==> src/rtl/clk_sel_ctrl.sv <==
// rtl/clk_sel_ctrl.sv - sequences the PLL-enable / clock-select handover and falls back to clk0 on lock loss
module clk_sel_ctrl #(
    parameter int LOCK_STABLE  = 64,
    parameter int LOCK_TIMEOUT = 4096,
    parameter int SWITCH_WAIT  = 16,
    parameter int CNT_W        = 13
) (
    input  logic clk0,
    input  logic rst_n,
    input  logic i_req_pll,
    input  logic i_pll_lock,
    output logic o_pll_en,
    output logic o_sel_clk,
    output logic o_busy,
    output logic o_on_pll,
    output logic o_lock_lost,
    output logic o_lock_fail
);

    typedef enum logic [2:0] {
        ST_IDLE      = 3'd0,
        ST_WAIT_LOCK = 3'd1,
        ST_SW_TO_PLL = 3'd2,
        ST_ON_PLL    = 3'd3,
        ST_SW_TO_REF = 3'd4,
        ST_FAIL      = 3'd5
    } state_t;

    localparam logic [CNT_W-1:0] LP_STABLE_LAST  = CNT_W'(LOCK_STABLE - 1);
    localparam logic [CNT_W-1:0] LP_TIMEOUT_LAST = CNT_W'(LOCK_TIMEOUT - 1);
    localparam logic [CNT_W-1:0] LP_SWITCH_LAST  = CNT_W'(SWITCH_WAIT - 1);
    localparam logic [CNT_W-1:0] LP_ONE          = CNT_W'(1);

    state_t           r_state;
    state_t           w_next;
    logic [CNT_W-1:0] r_cnt;
    logic [CNT_W-1:0] w_cnt_next;
    logic [CNT_W-1:0] r_scnt;
    logic [CNT_W-1:0] w_scnt_next;
    logic             r_lock_meta;
    logic             r_lock_s;
    logic             w_lost;
    logic             w_fail;
    logic             w_pll_en;
    logic             w_sel_clk;
    logic             w_busy;
    logic             w_on_pll;

    // All outputs are flops so sel_clk can never glitch into the clock switch.
    always_ff @(posedge clk0 or negedge rst_n) begin
        if (!rst_n) begin
            r_state     <= ST_IDLE;
            r_cnt       <= '0;
            r_scnt      <= '0;
            r_lock_meta <= 1'b0;
            r_lock_s    <= 1'b0;
            o_pll_en    <= 1'b0;
            o_sel_clk   <= 1'b0;
            o_busy      <= 1'b0;
            o_on_pll    <= 1'b0;
            o_lock_lost <= 1'b0;
            o_lock_fail <= 1'b0;
        end else begin
            r_state     <= w_next;
            r_cnt       <= w_cnt_next;
            r_scnt      <= w_scnt_next;
            r_lock_meta <= i_pll_lock;
            r_lock_s    <= r_lock_meta;
            o_pll_en    <= w_pll_en;
            o_sel_clk   <= w_sel_clk;
            o_busy      <= w_busy;
            o_on_pll    <= w_on_pll;
            o_lock_lost <= w_lost;
            o_lock_fail <= w_fail;
        end
    end

    always_comb begin
        w_next      = r_state;
        w_cnt_next  = '0;
        w_scnt_next = '0;
        w_lost      = 1'b0;
        case (r_state)
            ST_IDLE: begin
                if (i_req_pll) w_next = ST_WAIT_LOCK;
            end
            ST_WAIT_LOCK: begin
                w_cnt_next  = r_cnt + LP_ONE;
                w_scnt_next = r_lock_s ? (r_scnt + LP_ONE) : '0;
                // Stability is checked before timeout so a lock that qualifies on the last cycle still wins.
                if (!i_req_pll)                                 w_next = ST_IDLE;
                else if (r_lock_s && (r_scnt == LP_STABLE_LAST)) w_next = ST_SW_TO_PLL;
                else if (r_cnt == LP_TIMEOUT_LAST)               w_next = ST_FAIL;
            end
            ST_SW_TO_PLL: begin
                w_cnt_next = r_cnt + LP_ONE;
                if (!r_lock_s) begin
                    w_next = ST_SW_TO_REF;
                    w_lost = 1'b1;
                end else if (r_cnt == LP_SWITCH_LAST) begin
                    w_next = ST_ON_PLL;
                end
            end
            ST_ON_PLL: begin
                if (!r_lock_s) begin
                    w_next = ST_SW_TO_REF;
                    w_lost = 1'b1;
                end else if (!i_req_pll) begin
                    w_next = ST_SW_TO_REF;
                end
            end
            ST_SW_TO_REF: begin
                w_cnt_next = r_cnt + LP_ONE;
                if (r_cnt == LP_SWITCH_LAST) w_next = ST_IDLE;
            end
            ST_FAIL: begin
                if (!i_req_pll) w_next = ST_IDLE;
            end
            default: w_next = ST_IDLE;
        endcase

        if (w_next != r_state) begin
            w_cnt_next  = '0;
            w_scnt_next = '0;
        end

        w_fail    = (r_state == ST_WAIT_LOCK) && (w_next == ST_FAIL);
        // The PLL stays enabled through SW_TO_REF so the switch still sees clk1 edges while handing back.
        w_pll_en  = (w_next == ST_WAIT_LOCK) || (w_next == ST_SW_TO_PLL) ||
                    (w_next == ST_ON_PLL)    || (w_next == ST_SW_TO_REF);
        w_sel_clk = (w_next == ST_SW_TO_PLL) || (w_next == ST_ON_PLL);
        w_busy    = (w_next == ST_WAIT_LOCK) || (w_next == ST_SW_TO_PLL) ||
                    (w_next == ST_SW_TO_REF);
        w_on_pll  = (w_next == ST_ON_PLL);
    end

endmodule
==> config.mk <==
export PLATFORM = sky130hd
export DESIGN_NAME = clk_sel_ctrl
export DESIGN_NICKNAME = d
export VERILOG_FILES = /design/src/rtl/clk_sel_ctrl.sv
export SDC_FILE = /design/constraint.sdc
export NUM_CORES = 1
export LEC_CHECK = 0
export ABC_CLOCK_PERIOD_IN_PS = 3500
export CAP_MARGIN = 20
export CORE_MARGIN = 3
export CORE_UTILIZATION = 60
export CTS_CLUSTER_SIZE = 8
export DETAILED_ROUTE_END_ITERATION = 6
export DONT_BUFFER_PORTS = 1
export PLACE_DENSITY = 0.77
export SLEW_MARGIN = 15
export SYNTH_ARGS = -nofsm -noshare
export SYNTH_HDL_FRONTEND = slang
export SYNTH_SLANG_ARGS = --single-unit
==> constraint.sdc <==
create_clock -name clk0 -period 3.5 [get_ports clk0]
set_clock_uncertainty 0.15 [all_clocks]
set_input_delay 0.7 -clock clk0 [delete_from_list [all_inputs] [get_ports clk0]]
set_output_delay 0.7 -clock clk0 [all_outputs]
set_load 0.005 [all_outputs]
==> summary.md, run 1 <==
| Metric | Value |
|---|---|
| Status | complete, no violations |
| Most area-consuming cells after synthesis | dfrtp_1 51%, nor3_1 6.6%, xor2_1 6.2% |
| DP HPWL | around 2500 µm |
| Port Buffers | 0 |
| Post-synthesis sequential area ratio | roughly 51% |
| MaxCap Viol Count | 0 |
| Critical path endpoint category | register |
| Slowest CP cell | a22oi_1 |
| Crit path required time | between 3 and 4 ns |
| Most numerous cell in the Yosys netlist | dfrtp_1 |
| Io pins | 10 |
| Crit-path max cell delay | 0.66 ns |
| Max Fclk | ~370 MHz |
| Number of global-route vias before repair | 1328 |
| Worst Hold Class | in2async |
| Antenna cells | 0 |
| Setup CP Type | reg2reg |
| Largest net degree at the start of global routing | 38 |
| Worst-Skew Late Latency | ~0.35 ns |
| GRT Util Overall | between 20% and 30% |
| Finish-stage setup viols | 0 |
| Power density over cell area | 409 mW/mm² |
| Area leader, netlist | dfrtp_1 |
| Sink Count | 37 |
| Final Cycle Share | between 70 and 80% |
| Initial Util | between 60 and 70% |
| Gr ovfl total | 0 |
| Layout area overhead | 7.18% |
| Tmin final | approximately 2.7 ns |
| Initial antenna violation count | 0 |
| Cts hold-fix bufs | 1 |
| Core area | between 0.002 and 0.003 mm² |
| CTS tree | yes |
| Clock buffer depth | 2 |
| Worst slew pin tran | between 0.7 and 0.8 ns |
| Startpoint Class | register |
| Clk root buf | clkbuf_4 |
| Arr. time, crit path | around 2.8 ns |
| WP depth | 6 |
| Post-route ant nets | 0 |
| WHS | 0.0176 ns |
| Mapped Area | 0.00183 mm² |
| DRC | 0 |
| Die H | a little over 60 µm |
| Syn_area_per_cell | between 9 and 10 µm² |
| Final WL | roughly 3500 µm |
| Max-slew headroom | between 40% and 50% |
| Die width | ~61 µm |
| Vias | 1400 |
| Syn. warnings | 0 |
| Setup bufs post-CTS | 0 |
| Clk slew on worst S/H paths | about 0.11 ns |
| Synth cell types | 39 |
| Crit path buffers/inverters | 0 |
| Synth async-reset ratio | 100% |
| Total Nets Final | between 150 and 200 |
| R2R depth | 6 |
| Fin. Hold Viols | 0 |
| Number of H-tree levels | 2 |
| First-pass GRT wire length | between 5000 and 6000 µm |
| Drt pass-1 iters | 4 |
| Mapped Cells | between 150 and 200 |
| Peak supply drop | roughly 0.00027 V |
| Die area | roughly 0.0037 mm² |
| RSZ-0062 raised after global routing | no |
| Syn Nets | ~190 |
| Initial DRC count | 74 |
| CP delay by family, top | compound AO/OA/AOI/OAI gates |
| #FFs+latches synth | 37 |
| Slew Viols, Final | 0 |
| Filler cells | 223 |
| Yosys top cell area share | 50.6% |
| Dominant synthesized flop cell | dfrtp_1 |
| Worst path cell trace | ha_1 -> and3_1 -> nand4_1 -> a221o_1 -> a22oi_1 -> nor3_1 |
| Top cells by count, synth | 37 x dfrtp_1, 24 x nor3_1, 13 x nor2_1, 13 x xor2_1 |
| Setup tns final | 0 ns |
| Fraction of final layout cells sized beyond drive strength 1 | roughly 6.8% |
| Post_cts resized | 0 |
| CTS Buf Count | 5 |
| Std cell rows | 19 |
| Crit Path Max Fanout | 9 |
| Final Wtd Congestion | roughly 0.95 |
| Routed length per instance | around 16 µm |
| Number of synthesized flops with an enable pin | 0 |
| Pleak | around 0.84 nW |
| Core Util, Final | a little under 70% |
| Via/cell ratio | 6.33 |
area by class of cell:
cell class / instances / area [µm²] / share of cell area [%]
timing repair buffer: 2 / 27.5 / 1.40
inverter: 7 / 26.3 / 1.34
clock inverter: 1 / 30.0 / 1.53
clock buffer: 7 / 55.1 / 2.81
sequential: 37 / 926 / 47.2
tap: 31 / 38.8 / 1.98
multi-input combinational: 136 / 857 / 43.7
flip-flops by register name, summed over array words and instances, names as in the netlist:
name         cells
o_busy           1
o_lock_fail      1
o_lock_lost      1
o_on_pll         1
o_pll_en         1
o_sel_clk        1
r_cnt           13
r_lock_meta      1
r_lock_s         1
r_scnt          13
r_state          3
through the flow:
step / instances / cell area (µm²) / total power [mW] / setup WS [ns]
2_1_floorplan: 185 / 1830 / 0.484 / 0.920
3_3_place_gp: 212 / 1860 / 0.492 / 0.856
3_5_place_dp: 212 / 1860 / 0.493 / 0.842
4_1_cts: 221 / 1960 / 0.810 / 0.815
5_1_grt: 221 / 1960 / 0.838 / 0.658
6_report: 221 / 1960 / 0.801 / 0.790
worst paths after layout:
path	startpoint	to	slack [ns]
min in group clk0	r_lock_meta	r_lock_s	0.22
setup reg to reg	r_cnt[0]	r_cnt[4]	0.79
hold reg to reg	r_lock_meta	r_lock_s	0.22
max in group asynchronous	rst_n	r_scnt[8]	3.00
setup / recovery	r_cnt[0]	r_cnt[4]	0.79
hold / removal	rst_n	r_cnt[0]	0.02
power by group:
part	total, mW	internal [mW]	switching, mW
combinational	0.0471	0.0178	0.0293
clock	0.306	0.171	0.136
sequential	0.448	0.436	0.0112
cell usage in the layout (no fill, tap or decap), types with 2 or more instances in the layout:
cell type | Yosys | final
nor4_1 | 3 | 3
clkbuf_4 | 0 | 5
or4_1 | 2 | 2
nand2b_1 | 3 | 3
xor2_1 | 13 | 13
ha_1 | 2 | 2
inv_1 | 6 | 6
a221o_1 | 2 | 2
nand4_1 | 8 | 8
and3_1 | 8 | 8
a21oi_1 | 3 | 3
nor2_1 | 13 | 13
dfrtp_1 | 37 | 37
xnor2_1 | 11 | 11
nand2_1 | 11 | 11
and2_1 | 4 | 4
nand3_1 | 8 | 8
nor3_1 | 24 | 24
o22ai_1 | 3 | 3
per-layer routing:
layer	track usage, %	vias to the layer above	wire length [µm]
met5	0	-	0
met4	9.60	0	78
met3	6.71	11	146
met2	35.2	34	1760
met1	27.0	686	1540
li1	-	669	-
logic make-up after synthesis:
kind of cell | Yosys count | synth area share [%]
adder cells (fa/ha/maj) | 2 | 1.37
buffers and inverters | 12 | 2.53
AO/OA/AOI/OAI | 19 | 7.39
flip-flops | 37 | 50.6
XOR/XNOR | 24 | 11.5
AND/OR/NAND/NOR | 91 | 26.6
No activity file was read; power rests on OpenSTA's default activity.
==> inputs of run 2 (changes only) <==
- ABC_CLOCK_PERIOD_IN_PS: 3500 -> 2700
- clock period: 3.5 -> 2.7 ns (I/O delays scaled with it)
==> summary.md, run 2 (synthesized netlist as in run 1, its figures left out) <==
| Metric | Value |
|---|---|
| Status | complete, no violations (unchanged) |
| First-pass GRT wire length | 5870 µm (was 5980 µm) |
| Startpoint Class | register (unchanged) |
| Finish-stage setup viols | 0 (unchanged) |
| Switching share of total power | 23.8% (was 22.0%) |
| Crit Path Max Fanout | 4 (was 9) |
| DP Cell Count | 216 (was 212) |
| Final WL | 3470 µm (was 3520 µm) |
| Core area | 0.00283 mm² (unchanged) |
| Combinational Power Share | 7.0% (was 5.9%) |
| Power density over cell area | 484 mW/mm² (was 409 mW/mm²) |
| Design Area, Final | 0.00202 mm² (was 0.00196 mm²) |
| Tmin final | 2.66 ns (was 2.71 ns) |
| Arr. time, crit path | 2.74 ns (was 2.75 ns) |
| Number of H-tree levels | 2 (unchanged) |
| Pleak | 0.879 nW (was 0.843 nW) |
| DP HPWL | 2370 µm (was 2460 µm) |
| Vias | 1395 (was 1400) |
| Number of global-route vias before repair | 1354 (was 1328) |
| Peak supply drop | 0.000347 V (was 0.000274 V) |
| CTS Buf Count | 5 (unchanged) |
| Crit-path max cell delay | 0.54 ns (was 0.66 ns) |
| Total Nets Final | 202 (was 195) |
| Cell depth of the worst hold path | 0 |
| CTS tree | yes (unchanged) |
| Gr ovfl total | 0 (unchanged) |
| Worst path cell trace | or4b_4 -> or4_4 -> a22o_4 -> or4_1 -> a21o_1 (was ha_1 -> and3_1 -> nand4_1 -> a221o_1 -> a22oi_1 -> nor3_1) |
| Filler cells | 218 (was 223) |
| Routed length per instance | 15.2 µm (was 15.9 µm) |
| Worst-Skew Late Latency | 0.35 ns (about the same) |
| Sequential power share | 59.3% (was 55.9%) |
| Fin. Hold Viols | 0 (unchanged) |
| Port Buffers | 0 (unchanged) |
| MaxCap Viol Count | 0 (unchanged) |
| Clk slew on worst S/H paths | 0.11 ns (about the same) |
| Worst slew pin tran | 0.476 ns (was 0.783 ns) |
| P_int | 0.744 mW (was 0.625 mW) |
| Sink Count | 37 (unchanged) |
| Cell Area, Placed | 0.00189 mm² (was 0.00186 mm²) |
| Setup CP Type | reg2reg (unchanged) |
| P_sw | 0.233 mW (was 0.176 mW) |
| Fin cells | 228 (was 221) |
| DRC | 0 (unchanged) |
| Final Cycle Share | 98.4% (was 77.4%) |
| Crit path required time | 2.78 ns (was 3.54 ns) |
| Clk root buf | clkbuf_4 (unchanged) |
| Worst Hold Class | in2reg (was in2async) |
| Slew Viols, Final | 0 (unchanged) |
| Largest net degree at the start of global routing | 38 (unchanged) |
| GRT Util Overall | 21.5% (was 21.9%) |
| Critical path endpoint category | register (unchanged) |
| WHS | 0.0630 ns (was 0.0176 ns) |
| Final Wtd Congestion | 0.980 (was 0.949) |
| Die area | 0.00375 mm² (unchanged) |
| Std cell rows | 19 (unchanged) |
| RSZ-0062 raised after global routing | yes (was no) |
| Antenna cells | 0 (unchanged) |
| Most frequent cells in the layout | 37 x dfrtp_1, 24 x nor3_1, 13 x nor2_1, 13 x xor2_1 (unchanged) |
| Max Fclk | 376 MHz (was 369 MHz) |
| Initial antenna violation count | 0 (unchanged) |
| Drt pass-1 iters | 4 (unchanged) |
| R2R depth | 5 (was 6) |
| Initial Util | 64.7% (unchanged) |
| Tot Pwr | 0.977 mW (was 0.801 mW) |
| Max-slew headroom | 68.3% (was 47.8%) |
| Clock buffer depth | 2 (unchanged) |
| Fraction of final layout cells sized beyond drive strength 1 | 11.7% (was 6.84%) |
| Commonest non-fill, non-tap cell in the layout | dfrtp_1 (unchanged) |
| Layout area overhead | 10.4% (was 7.18%) |
| Io pins | 10 (unchanged) |
| Clock share of power | 33.7% (was 38.3%) |
| Post-route ant nets | 0 (unchanged) |
| Die width | 61.2 µm (unchanged) |
| Largest regs | r_cnt x13, r_scnt x13, r_state x3 (unchanged) |
| Via/cell ratio | 6.12 (was 6.33) |
| Slowest CP cell | or4b_4 (was a22oi_1) |
| Die H | 61.2 µm (unchanged) |
| Initial DRC count | 88 (was 74) |
## run 2: area by class of cell
type	count	area, µm²	area share [%]
inverter	7	26.3	1.30
clock inverter	1	5.00	0.248
timing repair buffer	9	82.6	4.09
multi-input combinational	136	876	43.4
tap	31	38.8	1.92
clock buffer	7	65.1	3.22
sequential	37	926	45.8
## run 2: stage by stage
step	setup WS (ns)	util [%]	setup TNS, ns
after floorplan	0.120	-	0
after global placement	0.0897	66.7	0
after detailed placement	0.0740	66.7	0
after CTS	0.0459	70.2	0
after global routing	-0.0165	71.4	-0.0165
final	0.0433	71.4	0
## run 2: worst paths after layout
check / from / end / slack (ns)
setup / recovery: r_scnt[6] / o_pll_en / 0.04
hold / removal: i_pll_lock / r_lock_meta / 0.06
setup reg to reg: r_scnt[6] / o_pll_en / 0.04
hold reg to reg: r_lock_meta / r_lock_s / 0.22
max in group asynchronous: rst_n / r_cnt[1] / 1.71
min in group asynchronous: rst_n / r_cnt[9] / 0.50
## run 2: timing repair
item,in CTS,in global routing
resized for setup,0,3
endpoints found under the setup margin,0,10
buffers inserted,0,2
hold buffers,2,0
hold endpoints to repair,37,0
## run 2: worst max-delay path: cells and delay by family (launching register included)
kind / cells / cell delay [ns]
AOI/OAI and AO/OA: 2 / 0.46
and+or+nand+nor: 3 / 1.53
DFF: 1 / 0.40
## run 2: power by group through the flow
stage | logic, mW | clock network, mW | registers, mW
global route | 0.0762 | 0.369 | 0.583
floorplan | 0.0445 | 0 | 0.583
CTS | 0.0654 | 0.343 | 0.579
global placement | 0.0484 | 0 | 0.589
detailed placement | 0.0499 | 0 | 0.590
finish | 0.0681 | 0.329 | 0.579
## run 2: per-layer routing
layer	vias up	share of wire, %	GRT usage, %
li1	686	-	-
met2	24	50	34.9
met5	-	0	0
met4	0	2.7	9.91
met1	673	44	26.3
met3	12	3.3	6.50
==> inputs of run 3 (changes only) <==
- ABC_AREA: default -> 0
- ABC_CLOCK_PERIOD_IN_PS: 2700 -> 3090
- clock period: 2.7 -> 3.09 ns (I/O delays scaled with it)
==> summary.md, run 3 (synthesized netlist as in run 1, its figures left out) <==
| Metric | Value |
|---|---|
| Status | complete, no violations (unchanged) |
| Antenna cells | 0 (unchanged) |
| Slowest CP cell | or4_1 (was or4b_4) |
| Initial DRC count | 100 (was 88) |
| Max Fclk | 367 MHz (was 376 MHz) |
| Peak supply drop | 0.000405 V (was 0.000347 V) |
| DP Worst Slack | 0.416 ns (was 0.0740 ns) |
| Std cell rows | 19 (unchanged) |
| Post_cts resized | 0 (unchanged) |
| Crit path buffers/inverters | 0 (unchanged) |
| Power density over cell area | 430 mW/mm² (was 484 mW/mm²) |
| Total Nets Final | 197 (was 202) |
| Io pins | 10 (unchanged) |
| P_int | 0.647 mW (was 0.744 mW) |
| Sink of the worst hold path | r_lock_meta (unchanged) |
| Tot Pwr | 0.845 mW (was 0.977 mW) |
| R2R depth | 5 (unchanged) |
| Via/cell ratio | 6.21 (was 6.12) |
| Cts hold-fix bufs | 2 (unchanged) |
| Arr. time, crit path | 2.81 ns (was 2.74 ns) |
| Critical path's most frequent cell | or4_1 |
| Fraction of final layout cells sized beyond drive strength 1 | 7.81% (was 11.7%) |
| Final Wtd Congestion | 0.892 (was 0.980) |
| Sink Count | 37 (unchanged) |
| Final Cycle Share | 88.1% (was 98.4%) |
| Finish-stage setup viols | 0 (unchanged) |
| R2R Path End | o_pll_en (unchanged) |
| P_sw | 0.198 mW (was 0.233 mW) |
| Final WL | 3410 µm (was 3470 µm) |
| Die area | 0.00375 mm² (unchanged) |
| Setup bufs post-CTS | 0 (unchanged) |
| Number of H-tree levels | 2 (unchanged) |
| Tmin final | 2.72 ns (was 2.66 ns) |
| Worst r2r src | r_scnt[9] (was r_scnt[6]) |
| Sequential cell area | 926 µm² (unchanged) |
| Switching share of total power | 23.5% (was 23.8%) |
| Port Buffers | 0 (unchanged) |
| RSZ-0062 raised after global routing | no (was yes) |
| Most frequent cells in the layout | 37 x dfrtp_1, 24 x nor3_1, 13 x nor2_1, 13 x xor2_1 (unchanged) |
| Largest net degree at the start of global routing | 38 (unchanged) |
| MaxCap Viol Count | 0 (unchanged) |
| Cell depth of the worst hold path | 0 (unchanged) |
| Core area | 0.00283 mm² (unchanged) |
| Fin. Hold Viols | 0 (unchanged) |
| Sequential power share | 59.9% (was 59.3%) |
| Startpoint Class | register (unchanged) |
| Largest regs | r_cnt x13, r_scnt x13, r_state x3 (unchanged) |
| Drt pass-1 iters | 4 (unchanged) |
| Filler cells | 214 (was 218) |
| First-pass GRT wire length | 5760 µm (was 5870 µm) |
| Gr ovfl total | 0 (unchanged) |
| Slew Viols, Final | 0 (unchanged) |
| Crit-path max cell delay | 0.57 ns (was 0.54 ns) |
| Initial antenna violation count | 0 (unchanged) |
| Multi-input logic area | 857 µm² (was 876 µm²) |
| Pleak | 0.849 nW (was 0.879 nW) |
| Post-route ant nets | 0 (unchanged) |
| Layout area overhead | 7.32% (was 10.4%) |
| Clk root buf | clkbuf_4 (unchanged) |
| Number of global-route vias before repair | 1292 (was 1354) |
| Core Util, Final | 69.4% (was 71.4%) |
| CP delay by family, top | simple AND/OR/NAND/NOR gates (unchanged) |
| Critical path endpoint category | register (unchanged) |
| DRC | 0 (unchanged) |
| GRT Util Overall | 20.7% (was 21.5%) |
| Worst-Skew Late Latency | 0.34 ns (was 0.35 ns) |
| Setup tns final | 0 ns (unchanged) |
| Die H | 61.2 µm (unchanged) |
| DP Cell Count | 213 (was 216) |
| Commonest non-fill, non-tap cell in the layout | dfrtp_1 (unchanged) |
| Routed length per instance | 15.3 µm (was 15.2 µm) |
| Fin cells | 223 (was 228) |
| Setup CP Type | reg2reg (unchanged) |
| Cell Area, Placed | 0.00186 mm² (was 0.00189 mm²) |
| CTS Buf Count | 5 (unchanged) |
| Clock share of power | 33.7% (about the same) |
| Worst slew pin tran | 0.697 ns (was 0.476 ns) |
| Hold Path Origin | i_pll_lock (unchanged) |
| Setup ws final | 0.368 ns (was 0.0433 ns) |
| Clock buffer depth | 2 (unchanged) |
| R2r setup slk | 0.37 ns (was 0.04 ns) |
| Crit Path Max Fanout | 4 (unchanged) |
| WHS | 0.151 ns (was 0.0630 ns) |
| Max-slew headroom | 53.1% (was 68.3%) |
| Initial Util | 64.7% (unchanged) |
| DP HPWL | 2390 µm (was 2370 µm) |
| Worst path cell trace | or4_1 -> or4_4 -> a22o_1 -> or4_1 -> a21o_1 (was or4b_4 -> or4_4 -> a22o_4 -> or4_1 -> a21o_1) |
| Worst Hold Class | in2reg (unchanged) |
| CTS tree | yes (unchanged) |
| Design Area, Final | 0.00196 mm² (was 0.00202 mm²) |
| Crit path required time | 3.17 ns (was 2.78 ns) |
| Combinational Power Share | 6.4% (was 7.0%) |
| Clk slew on worst S/H paths | 0.11 ns (about the same) |
| Vias | 1384 (was 1395) |
| Die width | 61.2 µm (unchanged) |
run 3: changes by cell type in the layout (fill, tap and decap cells not counted), sizes merged:
cell and change:
buf -5
run 3: worst max-delay path by stage:
stage,from,end,cells after the start,slack (ns)
final,r_scnt[9],o_pll_en,5,0.37
after global routing,r_cnt[0],r_scnt[8],6,0.26
after CTS,r_scnt[9],o_pll_en,5,0.38
after detailed placement,r_scnt[9],o_pll_en,5,0.42
after global placement,r_scnt[9],o_pll_en,5,0.45
after floorplan,r_scnt[9],o_pll_en,5,0.51
run 3: worst reg2reg max path, stage by stage, from the launching register on:
cell and delay [ns]:
dfrtp_1 0.44, or4_1 0.57, or4_4 0.53, a22o_1 0.27, or4_1 0.47, a21o_1 0.19
run 3: area by class of cell:
type / count / share of cell area [%]
Sequential cell: 37 / 47.2
Multi-Input combinational cell: 136 / 43.7
Clock buffer: 7 / 3.31
Timing Repair Buffer: 4 / 2.29
Tap cell: 31 / 1.98
Inverter: 7 / 1.34
Clock inverter: 1 / 0.255
run 3: routing by layer:
| metal | routed length [µm] | vias up | track usage [%] |
|---|---|---|---|
| li1 | - | 680 | - |
| met4 | 31 | 0 | 7.43 |
| met3 | 129 | 5 | 5.03 |
| met5 | 0 | - | 0 |
| met2 | 1670 | 23 | 34.6 |
| met1 | 1570 | 676 | 26.1 |
run 3: power groups by stage:
stage / registers (mW) / logic (mW) / clock network, mW
after floorplan: 0.510 / 0.0389 / 0
after global placement: 0.516 / 0.0414 / 0
after detailed placement: 0.516 / 0.0414 / 0
after CTS: 0.506 / 0.0552 / 0.294
after global routing: 0.509 / 0.0617 / 0.319
final: 0.506 / 0.0543 / 0.284
